## src/rtl/fp_normalize_pipe.sv

```systemverilog
// Post-add/subtract normalization: leading-zero count, left shift, exponent adjust.
// Two registered stages with a valid/ready handshake toward the rounding stage.
module fp_normalize_pipe #(
    parameter  int MANT_W = 24,
    parameter  int EXP_W  = 8,
    localparam int LZ_W   = $clog2(MANT_W) + 1
) (
    input  logic              clk,
    input  logic              reset,
    input  logic              in_valid,
    output logic              in_ready,
    input  logic [MANT_W-1:0] in_mant,
    input  logic [EXP_W-1:0]  in_exp,
    output logic              out_valid,
    input  logic              out_ready,
    output logic [MANT_W-1:0] out_mant,
    output logic [EXP_W-1:0]  out_exp,
    output logic [LZ_W-1:0]   out_lz,
    output logic              out_zero,
    output logic              out_denorm
);

    localparam int NSLICE = MANT_W / 8;
    localparam int CW     = (EXP_W > LZ_W) ? EXP_W : LZ_W;

    logic              r_s1_valid;
    logic [MANT_W-1:0] r_s1_mant;
    logic [EXP_W-1:0]  r_s1_exp;
    logic [LZ_W-1:0]   r_s1_lz;

    logic              r_s2_valid;
    logic [MANT_W-1:0] r_s2_mant;
    logic [EXP_W-1:0]  r_s2_exp;
    logic [LZ_W-1:0]   r_s2_lz;
    logic              r_s2_zero;
    logic              r_s2_denorm;

    logic              w_s1_adv;
    logic              w_s2_adv;
    logic              w_accept;
    logic              w_move;
    logic [LZ_W-1:0]   w_lz;
    logic [CW-1:0]     w_exp_ext;
    logic [CW-1:0]     w_lz_ext;
    logic [MANT_W-1:0] w_mant;
    logic [EXP_W-1:0]  w_exp;
    logic              w_zero;
    logic              w_denorm;

    // Handshake: a beat transfers on any edge where valid && ready. Each stage
    // advances when it is empty or its successor advances, so emit, S1->S2
    // move and a new accept can all happen on the same edge; ready never
    // depends on valid of the same side.
    assign w_s2_adv = !r_s2_valid || out_ready;
    assign w_s1_adv = !r_s1_valid || w_s2_adv;
    assign in_ready = w_s1_adv;
    assign w_accept = in_valid && w_s1_adv;
    assign w_move   = r_s1_valid && w_s2_adv;

    // Leading-zero count of one byte; 8 when the byte is all zero.
    function automatic logic [3:0] clz8(input logic [7:0] b);
        logic [3:0] n;
        n = 4'd8;
        for (int i = 0; i < 8; i++) begin
            if (b[i]) n = 4'(7 - i);
        end
        return n;
    endfunction

    // Byte counters combined MSB-first: a lower byte contributes only while
    // every byte above it was all zero.
    always_comb begin
        logic found;
        found = 1'b0;
        w_lz  = '0;
        for (int s = NSLICE - 1; s >= 0; s--) begin
            if (!found) begin
                w_lz = w_lz + LZ_W'(clz8(in_mant[s*8 +: 8]));
                if (|in_mant[s*8 +: 8]) found = 1'b1;
            end
        end
    end

    assign w_exp_ext = CW'(r_s1_exp);
    assign w_lz_ext  = CW'(r_s1_lz);

    always_comb begin
        logic [LZ_W-1:0] shift;
        shift    = '0;
        w_mant   = '0;
        w_exp    = '0;
        w_zero   = 1'b0;
        w_denorm = 1'b0;
        if (r_s1_lz == LZ_W'(MANT_W)) begin
            w_zero = 1'b1;
        end else if (w_exp_ext > w_lz_ext) begin
            w_mant = r_s1_mant << r_s1_lz;
            w_exp  = EXP_W'(w_exp_ext - w_lz_ext);
        end else begin
            // Exponent runs out first: shift only until the biased exponent
            // reaches the subnormal encoding, which is always < MANT_W here.
            shift    = (r_s1_exp == '0) ? '0 : LZ_W'(w_exp_ext - CW'(1));
            w_mant   = r_s1_mant << shift;
            w_denorm = 1'b1;
        end
    end

    always_ff @(posedge clk) begin
        if (reset) begin
            r_s1_valid  <= 1'b0;
            r_s1_mant   <= '0;
            r_s1_exp    <= '0;
            r_s1_lz     <= '0;
            r_s2_valid  <= 1'b0;
            r_s2_mant   <= '0;
            r_s2_exp    <= '0;
            r_s2_lz     <= '0;
            r_s2_zero   <= 1'b0;
            r_s2_denorm <= 1'b0;
        end else begin
            if (w_s1_adv) r_s1_valid <= in_valid;
            if (w_accept) begin
                r_s1_mant <= in_mant;
                r_s1_exp  <= in_exp;
                r_s1_lz   <= w_lz;
            end
            if (w_s2_adv) r_s2_valid <= r_s1_valid;
            if (w_move) begin
                r_s2_mant   <= w_mant;
                r_s2_exp    <= w_exp;
                r_s2_lz     <= r_s1_lz;
                r_s2_zero   <= w_zero;
                r_s2_denorm <= w_denorm;
            end
        end
    end

    assign out_valid  = r_s2_valid;
    assign out_mant   = r_s2_mant;
    assign out_exp    = r_s2_exp;
    assign out_lz     = r_s2_lz;
    assign out_zero   = r_s2_zero;
    assign out_denorm = r_s2_denorm;

endmodule

```

## config.mk

```make
export PLATFORM = sky130hd
export DESIGN_NAME = fp_normalize_pipe
export DESIGN_NICKNAME = d
export VERILOG_FILES = /design/src/rtl/fp_normalize_pipe.sv
export SDC_FILE = /design/constraint.sdc
export NUM_CORES = 1
export LEC_CHECK = 0
export ABC_AREA = 1
export CORE_ASPECT_RATIO = 2
export CORE_MARGIN = 2
export CORE_UTILIZATION = 35
export DETAILED_ROUTE_END_ITERATION = 10
export SLEW_MARGIN = 30
export SYNTH_ARGS = -nofsm -noshare
export SYNTH_HDL_FRONTEND = slang
export SYNTH_SLANG_ARGS = --single-unit
```

## constraint.sdc

```tcl
create_clock -name clk -period 4.3 [get_ports clk]
set_input_delay 1.075 -clock clk [delete_from_list [all_inputs] [get_ports clk]]
set_output_delay 1.075 -clock clk [all_outputs]
set_load 0.005 [all_outputs]
```

==> reports/qor.csv, run 1 <==
stage,metric,value,unit
route,routed length per instance,14.4,µm
yosys,"Top FF cell, synth",dfxtp_1,
sta,Final Hold Fails,0,
yosys,"EDFF count, synth",0,
yosys,"count leader, synth",nand2_1,
layout,Multi-input gate area,3080,µm²
clock_tree,CTS tree,built,
clock_tree,post_cts resized,0,
global_route,largest net degree at the start of global routing,43,
setup_path,Worst Path Required,4.53,ns
die,Die ar.,15900,µm²
sta,max_slew headroom,0.625,
status,status,"complete, no violations",
setup_path,Setup CP Type,in2reg,
setup_path,Slowest cell on crit path,clkdlybuf4s50_1,
clock_tree,Worst-Skew Late Latency,0.35,ns
sta,Worst Clk Skew,0.0109,ns
clock_tree,Max Buffers Root-to-Sink,2,
power,pwr dens,419,nW/µm²
yosys,register area share after synthesis,0.308,
yosys,synth cell count leaders,"nand2_1 (188), nand3_1 (144), a21oi_1 (92), dfxtp_1 (80), inv_1 (71)",
layout,Final Net Count,907,
power,VDD IR max,0.229,mV
yosys,Synth Warn #,0,
setup_path,highest cell delay on the worst timing path,0.51,ns
layout,antenna diode count,0,
sta,hold_ws,0.463,ns
setup_path,Worst setup EP type,flip-flop,
route,vias,5510,
clock_tree,CTS H-Tree Depth,3,
clock_tree,hold_buf cts,0,
setup_path,CP Launch Type,primary input,
clock_tree,Root Driver,clkbuf_16,
global_route,antenna violations before repair,0,
sta,Worst Tran Pin Value,0.563,ns
die,Top Ports,78,
power,Leak Pwr,2.73,nW
layout,fillers,1594,
job,max-cap violations,0,
sta,Final setup viols,0,
clock_tree,clock slew at reported path FFs,0.06,ns
layout,share of layout cells above drive strength 1,0.0665,
yosys,Syn Area/Cell,6.54,µm²
yosys,"Cell Area, Synth",5210,µm²
sta,Max Slew Vio Count,0,
layout,Final Util,0.435,
sta,setup TNS,0,ns
yosys,Simple-Gate Fraction of Synth Area,0.359,
layout,fin cells,1052,
route,overall routed net length,15.1,mm
route,vias per cell,5.24,
yosys,Synth Area in XOR/XNOR,0.0101,
route,ANT nets after route,0,
yosys,ranking of synthesized cells by area,"dfxtp_1 (31%), nand3_1 (14%), nand2_1 (14%), a21oi_1 (8.8%), inv_1 (5.1%)",
setup_path,CP max FO,3,
layout,Area Growth Syn to Fin,22.6,%
sta,period utilisation layout,0.912,
clock_tree,Post-CTS Setup Bufs,0,
clock_tree,Sink Count,80,
yosys,Compound-Gate Fraction of Synth Area,0.172,
yosys,Synth top area share,0.308,
yosys,combinational family with the most area after synthesis,simple AND/OR/NAND/NOR gates,
yosys,Synth Area in Adders,0.0500,
die,total core area,14700,µm²
yosys,Yosys reg bits,80,
route,# DRC,0,
sta,f_max,0.255,GHz
die,initial core utilization,0.355,
place,hpwl dp,11.3,mm
die,Row Count,63,
global_route,total track usage,0.189,
route,drt first pass iters,5,
yosys,count of different cell masters after synthesis,41,
yosys,ys async rst share,0,
global_route,GRT overflow,0,
place,Port Buffers,77,
yosys,Synth area leader,dfxtp_1,
sta,unrepaired setup endpoints after global routing,no,
global_route,vias in the first global route,5114,
die,Die Span Y,177,µm
clock_tree,Num CTS Buffers,9,
setup_path,crit-path cells,clkdlybuf4s50_1 > nor2_1 > nor3_1 > nor3_1 > nor3_1 > inv_1 > fa_1 > o31ai_1 > ha_1 > nand2_1 > nand2_1 > a21oi_1 > nand2_1 > a221o_1 > o211ai_1 > inv_1,
die,Die Wd,90.3,µm
place,routability cong.,0.892,
layout,storage element area,1600,µm²
worst_hold_path,worst min path class,reg2reg,
yosys,post-synthesis net count,851,
route,DRT iter0 DRCs,478,
place,Post-Place Cells,1036,
yosys,multiplexer share of the synthesized area,0,
yosys,Synth Instances,796,
global_route,first-pass GRT wire length,24.5,mm
sta,min Tclk post-route,3.92,ns
setup_path,Arrival @ worst endpoint,4.15,ns
[final cells by class]
type                       count  area share
clock buffer                  10      0.0359
clock inverter                 6      0.0169
inverter                      76      0.0451
multi-input combinational    599       0.482
sequential                    80       0.251
tap                          195      0.0382
timing repair buffer          86       0.131
[through the flow]
step           power [mW]  setup WS [ns]  cell area (µm²)
2_1_floorplan        1.55          0.616             5210
3_3_place_gp         1.79          0.135             6050
3_5_place_dp         1.80        0.00214             6050
4_1_cts              2.67          0.350             6380
5_1_grt              2.83         0.0635             6380
6_report             2.68          0.379             6380
[report_power, final]
group	leakage [nW]	internal (mW)	switching (mW)
Clock	0.162	0.565	0.315
Combinational	1.91	0.342	0.615
Sequential	0.658	0.801	0.0373
[state kept, by name (all words and copies together) (netlist names)]
name and cells:
out_mant 24, r_s1_mant 24, out_exp 8, r_s1_exp 8, out_lz 6, r_s1_lz 6, out_denorm 1, out_valid 1
out_zero 1, r_s1_valid 1
[critical path, delay by kind of cell]
family / cells / cell delay, ns
fa+ha+maj: 2 / 0.75
simple gates: 7 / 0.77
buf+inv: 3 / 0.67
compound gates: 4 / 0.89
[layout by cell type (no fill, tap or decap), types with 5 or more instances in the layout]
cell type	count
ha_1	16
inv_1	70
clkdlybuf4s50_1	77
nor2_1	35
inv_2	5
nand2_2	7
nor3_1	10
nand3_1	144
nand2_1	188
xor2_1	5
nand4_1	8
dfxtp_1	80
clkbuf_16	9
nand3_2	5
a21oi_1	92
o21ai_0	50
buf_4	9
[layer usage]
layer	track usage	routed length, µm	vias up
li1	-	-	2779
met2	0.331	7460	171
met3	0.0299	706	35
met4	0.0904	505	0
met5	0	0	-
met1	0.224	6430	2525
[cell families (layout without fill, tap and decap cells)]
family                   Yosys count  after routing
AND/OR/NAND/NOR                  410            410
AO/OA/AOI/OAI                    164            164
buffers and inverters            117            178
flip-flops                        80             80
adder cells (fa/ha/maj)           19             19
XOR/XNOR                           6              6
[worst paths after layout]
path                startpoint            to  slack [ns]  cells past startpoint
setup / recovery    in_mant[8]    r_s1_lz[3]        0.38                     16
hold / removal    out_mant[21]  out_mant[21]        0.46                      2
setup reg to reg   r_s1_exp[0]  out_mant[15]        0.90                     18
hold reg to reg   out_mant[21]  out_mant[21]        0.46                      2
Power figures use the tool's default switching activity.
==> run 2, diff against run 1 <==
CTS_CLUSTER_DIAMETER = 120   (was default)
REMOVE_ABC_BUFFERS = 1   (was default)
==> reports/qor.csv, run 2 (synthesized netlist as in run 1, its figures left out) <==
stage,metric,value,unit
layout,antenna diode count,0,
route,DRT iter0 DRCs,341,
sta,setup TNS,0,ns
status,status,"complete, no violations",
setup_path,Setup CP Type,in2reg,
route,# DRC,0,
clock_tree,Num CTS Buffers,9,
clock_tree,Root Driver,clkbuf_16,
setup_path,Worst Path Required,4.53,ns
clock_tree,CTS tree,built,
layout,Area Growth Syn to Fin,21.6,%
setup_path,highest cell delay on the worst timing path,0.50,ns
sta,Worst Tran Pin Value,0.588,ns
clock_tree,post_cts resized,0,
global_route,Most Crowded Layer GR,met2,
global_route,GRT met2 Usage,0.313,
setup_path,CP max FO,3,
sta,min Tclk post-route,3.95,ns
clock_tree,Post-CTS Setup Bufs,0,
clock_tree,CTS H-Tree Depth,3,
route,drt first pass iters,5,
global_route,global routing usage on met1,0.225,
place,routability cong.,0.878,
global_route,GRT overflow,0,
die,Die ar.,15900,µm²
sta,Max Slew Vio Count,0,
global_route,largest net degree at the start of global routing,58,
die,Die Wd,90.3,µm
job,max-cap violations,0,
route,vias,5392,
layout,share of layout cells above drive strength 1,0.0621,
sta,hold_ws,0.462,ns
setup_path,Slowest cell on crit path,clkdlybuf4s50_1,
power,VDD IR max,0.182,mV
layout,Final Net Count,905,
route,ANT nets after route,0,
route,routed length per instance,13.9,µm
die,Top Ports,78,
setup_path,crit-path cells,clkdlybuf4s50_1 > nor2_1 > nor3_1 > nor3_1 > nor3_1 > inv_1 > fa_1 > o31ai_1 > ha_1 > nand2_1 > nand2_1 > a21oi_1 > nand2_1 > a221o_1 > o211ai_1 > inv_1,
sta,f_max,0.253,GHz
clock_tree,Worst-Skew Late Latency,0.34,ns
sta,Worst Clk Skew,0.00879,ns
die,Die Span Y,177,µm
clock_tree,Sink Count,80,
die,Row Count,63,
global_route,M3 GR Usage,0.0235,
global_route,antenna violations before repair,0,
clock_tree,clock slew at reported path FFs,0.06,ns
global_route,total track usage,0.181,
place,Port Buffers,77,
clock_tree,hold_buf cts,0,
setup_path,CP Launch Type,primary input,
worst_hold_path,worst min path class,reg2reg,
layout,"most common cell after layout, fill and taps aside",nand2_1,
sta,Final Hold Fails,0,
sta,unrepaired setup endpoints after global routing,no,
global_route,first-pass GRT wire length,23.5,mm
power,Leak Pwr,2.70,nW
place,hpwl dp,10.7,mm
sta,max_slew headroom,0.608,
setup_path,Worst setup EP type,flip-flop,
route,vias per cell,5.14,
clock_tree,Max Buffers Root-to-Sink,2,
layout,"commonest non-fill, non-tap cells in the layout","nand2_1 (188), nand3_1 (144), a21oi_1 (92), dfxtp_1 (80), clkdlybuf4s50_1 (77)",
sta,period utilisation layout,0.919,
global_route,vias in the first global route,4885,
sta,Final setup viols,0,
die,initial core utilization,0.355,
setup_path,Arrival @ worst endpoint,4.18,ns
power,pwr dens,409,nW/µm²
die,total core area,14700,µm²
route,overall routed net length,14.6,mm
-- run 2: cell count changes in the layout (fill, tap and decap cells not counted), sizes merged --
| cell | change |
|---|---|
| bufinv | -1 |
| clkbuf | +1 |
| buf | -2 |
| clkinvlp | -1 |
-- run 2: final timing paths --
| kind | start | end | slack (ns) | depth (start not counted) |
|---|---|---|---|---|
| worst max-delay path | in_mant[8] | r_s1_lz[3] | 0.35 | 16 |
| worst min-delay path | out_mant[5] | out_mant[5] | 0.46 | 2 |
| worst max register to register | r_s1_exp[0] | out_mant[22] | 0.91 | 19 |
| worst min register to register | out_mant[5] | out_mant[5] | 0.46 | 2 |
-- run 2: layout make-up --
cell class	count	area, µm²
Clock buffer	11	233
Sequential cell	80	1600
Fill cell	1587	8330
Timing Repair Buffer	84	823
Tap cell	195	244
Inverter	76	288
Clock inverter	4	70.1
Multi-Input combinational cell	599	3080
-- run 2: power by group --
part | switching [mW] | total (mW) | internal (mW)
registers | 0.0365 | 0.838 | 0.802
logic | 0.609 | 0.949 | 0.340
clock network | 0.301 | 0.805 | 0.504
-- run 2: critical path: cells and delay by family --
| kind | cells | cell delay (ns) |
|---|---|---|
| AO/OA/AOI/OAI | 4 | 0.90 |
| AND/OR/NAND/NOR | 7 | 0.77 |
| adder cells (fa/ha/maj) | 2 | 0.77 |
| buffers and inverters | 3 | 0.67 |
-- run 2: through the flow --
stage	cell area, µm²	setup WS (ns)	util	total power, mW	std cells
3_5_place_dp	6030	0.00343	0.411	1.79	1034
3_3_place_gp	6030	0.111	0.411	1.79	1034
2_1_floorplan	4960	0.609	-	1.47	755
4_1_cts	6330	0.346	0.432	2.60	1049
5_1_grt	6330	0.0853	0.432	2.76	1049
6_report	6330	0.347	0.432	2.59	1049
-- run 2: routing by layer --
| metal | vias up | wire, µm |
|---|---|---|
| met5 | - | 0 |
| li1 | 2785 | - |
| met2 | 147 | 7110 |
| met4 | 0 | 374 |
| met3 | 27 | 600 |
| met1 | 2433 | 6530 |
==> run 3, diff against run 2 <==
CTS_BUF_LIST = sky130_fd_sc_hd__clkbuf_2 sky130_fd_sc_hd__clkbuf_4 sky130_fd_sc_hd__clkbuf_8   (was default)
==> reports/qor.csv, run 3 (synthesized netlist as in run 1, its figures left out) <==
stage,metric,value,unit
layout,fillers,1605,
route,# DRC,0,
worst_hold_path,Hold Crit Start,out_denorm,
global_route,Most Crowded Layer GR,met2,
sta,setup TNS,0,ns
clock_tree,Sink Count,80,
place,hpwl dp,10.7,mm
layout,storage element area,1600,µm²
place,Port Buffers,77,
clock_tree,Max Buffers Root-to-Sink,2,
clock_tree,CTS H-Tree Depth,3,
sta,final worst setup slack,0.379,ns
die,Die Wd,90.3,µm
status,status,"complete, no violations",
route,ANT nets after route,0,
worst_hold_path,Hold EP,out_denorm,
route,vias per cell,5.15,
clock_tree,hold_buf cts,0,
clock_tree,Worst-Skew Late Latency,0.37,ns
die,Top Ports,78,
layout,share of layout cells above drive strength 1,0.0644,
worst_hold_path,worst hold path depth,2,
place,routability cong.,0.878,
setup_path,CP Launch Type,primary input,
clock_tree,Root Driver,clkbuf_8,
global_route,M3 GR Usage,0.0235,
global_route,GRT overflow,0,
global_route,first-pass GRT wire length,23.5,mm
global_route,largest net degree at the start of global routing,58,
power,pwr dens,384,nW/µm²
setup_path,CP max FO,3,
setup_path,Setup CP Type,in2reg,
setup_path,Register-to-Register Path Depth,19,
clock_tree,Num CTS Buffers,9,
global_route,total track usage,0.181,
sta,unrepaired setup endpoints after global routing,no,
setup_path,Worst setup EP type,flip-flop,
global_route,GRT met2 Usage,0.313,
layout,Post-Layout Inst Area,6240,µm²
layout,"commonest non-fill, non-tap cells in the layout","nand2_1 (188), nand3_1 (144), a21oi_1 (92), dfxtp_1 (80), clkdlybuf4s50_1 (77)",
route,DRT iter0 DRCs,328,
place,Place WS,0.00343,ns
die,initial core utilization,0.355,
layout,Multi-input gate area,3080,µm²
power,VDD IR max,0.129,mV
sta,period utilisation layout,0.912,
setup_path,Worst Path Required,4.55,ns
sta,Worst Tran Pin Value,0.591,ns
global_route,vias in the first global route,4873,
job,max-cap violations,0,
layout,Final Net Count,905,
worst_hold_path,worst min path class,reg2reg,
place,placed instance area,6030,µm²
clock_tree,Post-CTS Setup Bufs,0,
die,Die Span Y,177,µm
die,total core area,14700,µm²
setup_path,RR Startpoint,r_s1_exp[0],
clock_tree,clock slew at reported path FFs,0.07,ns
setup_path,R2R Path End,out_mant[22],
layout,antenna diode count,0,
layout,"most common cell after layout, fill and taps aside",nand2_1,
sta,max_slew headroom,0.606,
setup_path,"setup slack, reg-to-reg",0.93,ns
layout,Area Growth Syn to Fin,19.8,%
sta,Final setup viols,0,
global_route,global routing usage on met1,0.227,
route,drt first pass iters,5,
sta,min Tclk post-route,3.92,ns
die,Die ar.,15900,µm²
route,vias,5407,
clock_tree,post_cts resized,0,
die,Row Count,63,
global_route,antenna violations before repair,0,
power,Leak Pwr,2.66,nW
route,routed length per instance,13.9,µm
route,overall routed net length,14.6,mm
clock_tree,CTS tree,built,
sta,Worst Clk Skew,0.0133,ns
sta,Max Slew Vio Count,0,
sta,Final Hold Fails,0,
sta,f_max,0.255,GHz
setup_path,Arrival @ worst endpoint,4.17,ns
run 3: cell counts in the layout (fill, tap and decap cells not counted):
No cell type changed its count.
run 3: worst max path at each step:
stage,slack (ns),endpoint,from
5_1_grt,0.12,r_s1_lz[3],in_mant[18]
6_report,0.38,r_s1_lz[3],in_mant[8]
3_5_place_dp,0.003,r_s1_lz[3],in_mant[8]
4_1_cts,0.37,r_s1_lz[3],in_mant[9]
2_1_floorplan,0.61,r_s1_lz[3],in_mant[17]
3_3_place_gp,0.11,r_s1_lz[3],in_mant[8]
run 3: cell type report:
cell class,instances,share of cell area
Timing Repair Buffer,84,0.132
Tap cell,195,0.0391
Inverter,76,0.0461
Multi-Input combinational cell,599,0.493
Sequential cell,80,0.257
Clock inverter,4,0.0112
Clock buffer,11,0.0223
run 3: per-stage QoR:
| stage | hold slack [ns] | total power [mW] | utilization | instances |
|---|---|---|---|---|
| detailed placement | 0.455 | 1.79 | 0.411 | 1034 |
| global placement | 0.452 | 1.79 | 0.411 | 1034 |
| global route | 0.482 | 2.57 | 0.426 | 1049 |
| finish | 0.465 | 2.40 | 0.426 | 1049 |
| floorplan | 0.446 | 1.47 | - | 755 |
| CTS | 0.468 | 2.40 | 0.426 | 1049 |
run 3: power breakdown:
part / internal, mW / total (mW) / switching, mW
clock network: 0.335 / 0.612 / 0.277
registers: 0.800 / 0.837 / 0.0365
logic: 0.340 / 0.947 / 0.607
run 3: metal layers:
metal,routed length [µm],part of all wire,vias up
li1,-,-,2778
met5,0,0,-
met2,7140,0.49,158
met3,685,0.047,24
met1,6410,0.44,2447
met4,335,0.023,0
run 3: critical path, cell delays in order:
cell	delay, ns
clkdlybuf4s50_1	0.50
nor2_1	0.08
nor3_1	0.16
nor3_1	0.07
nor3_1	0.27
inv_1	0.12
fa_1	0.47
o31ai_1	0.33
ha_1	0.30
nand2_1	0.06
nand2_1	0.05
a21oi_1	0.18
nand2_1	0.08
a221o_1	0.31
o211ai_1	0.08
inv_1	0.05
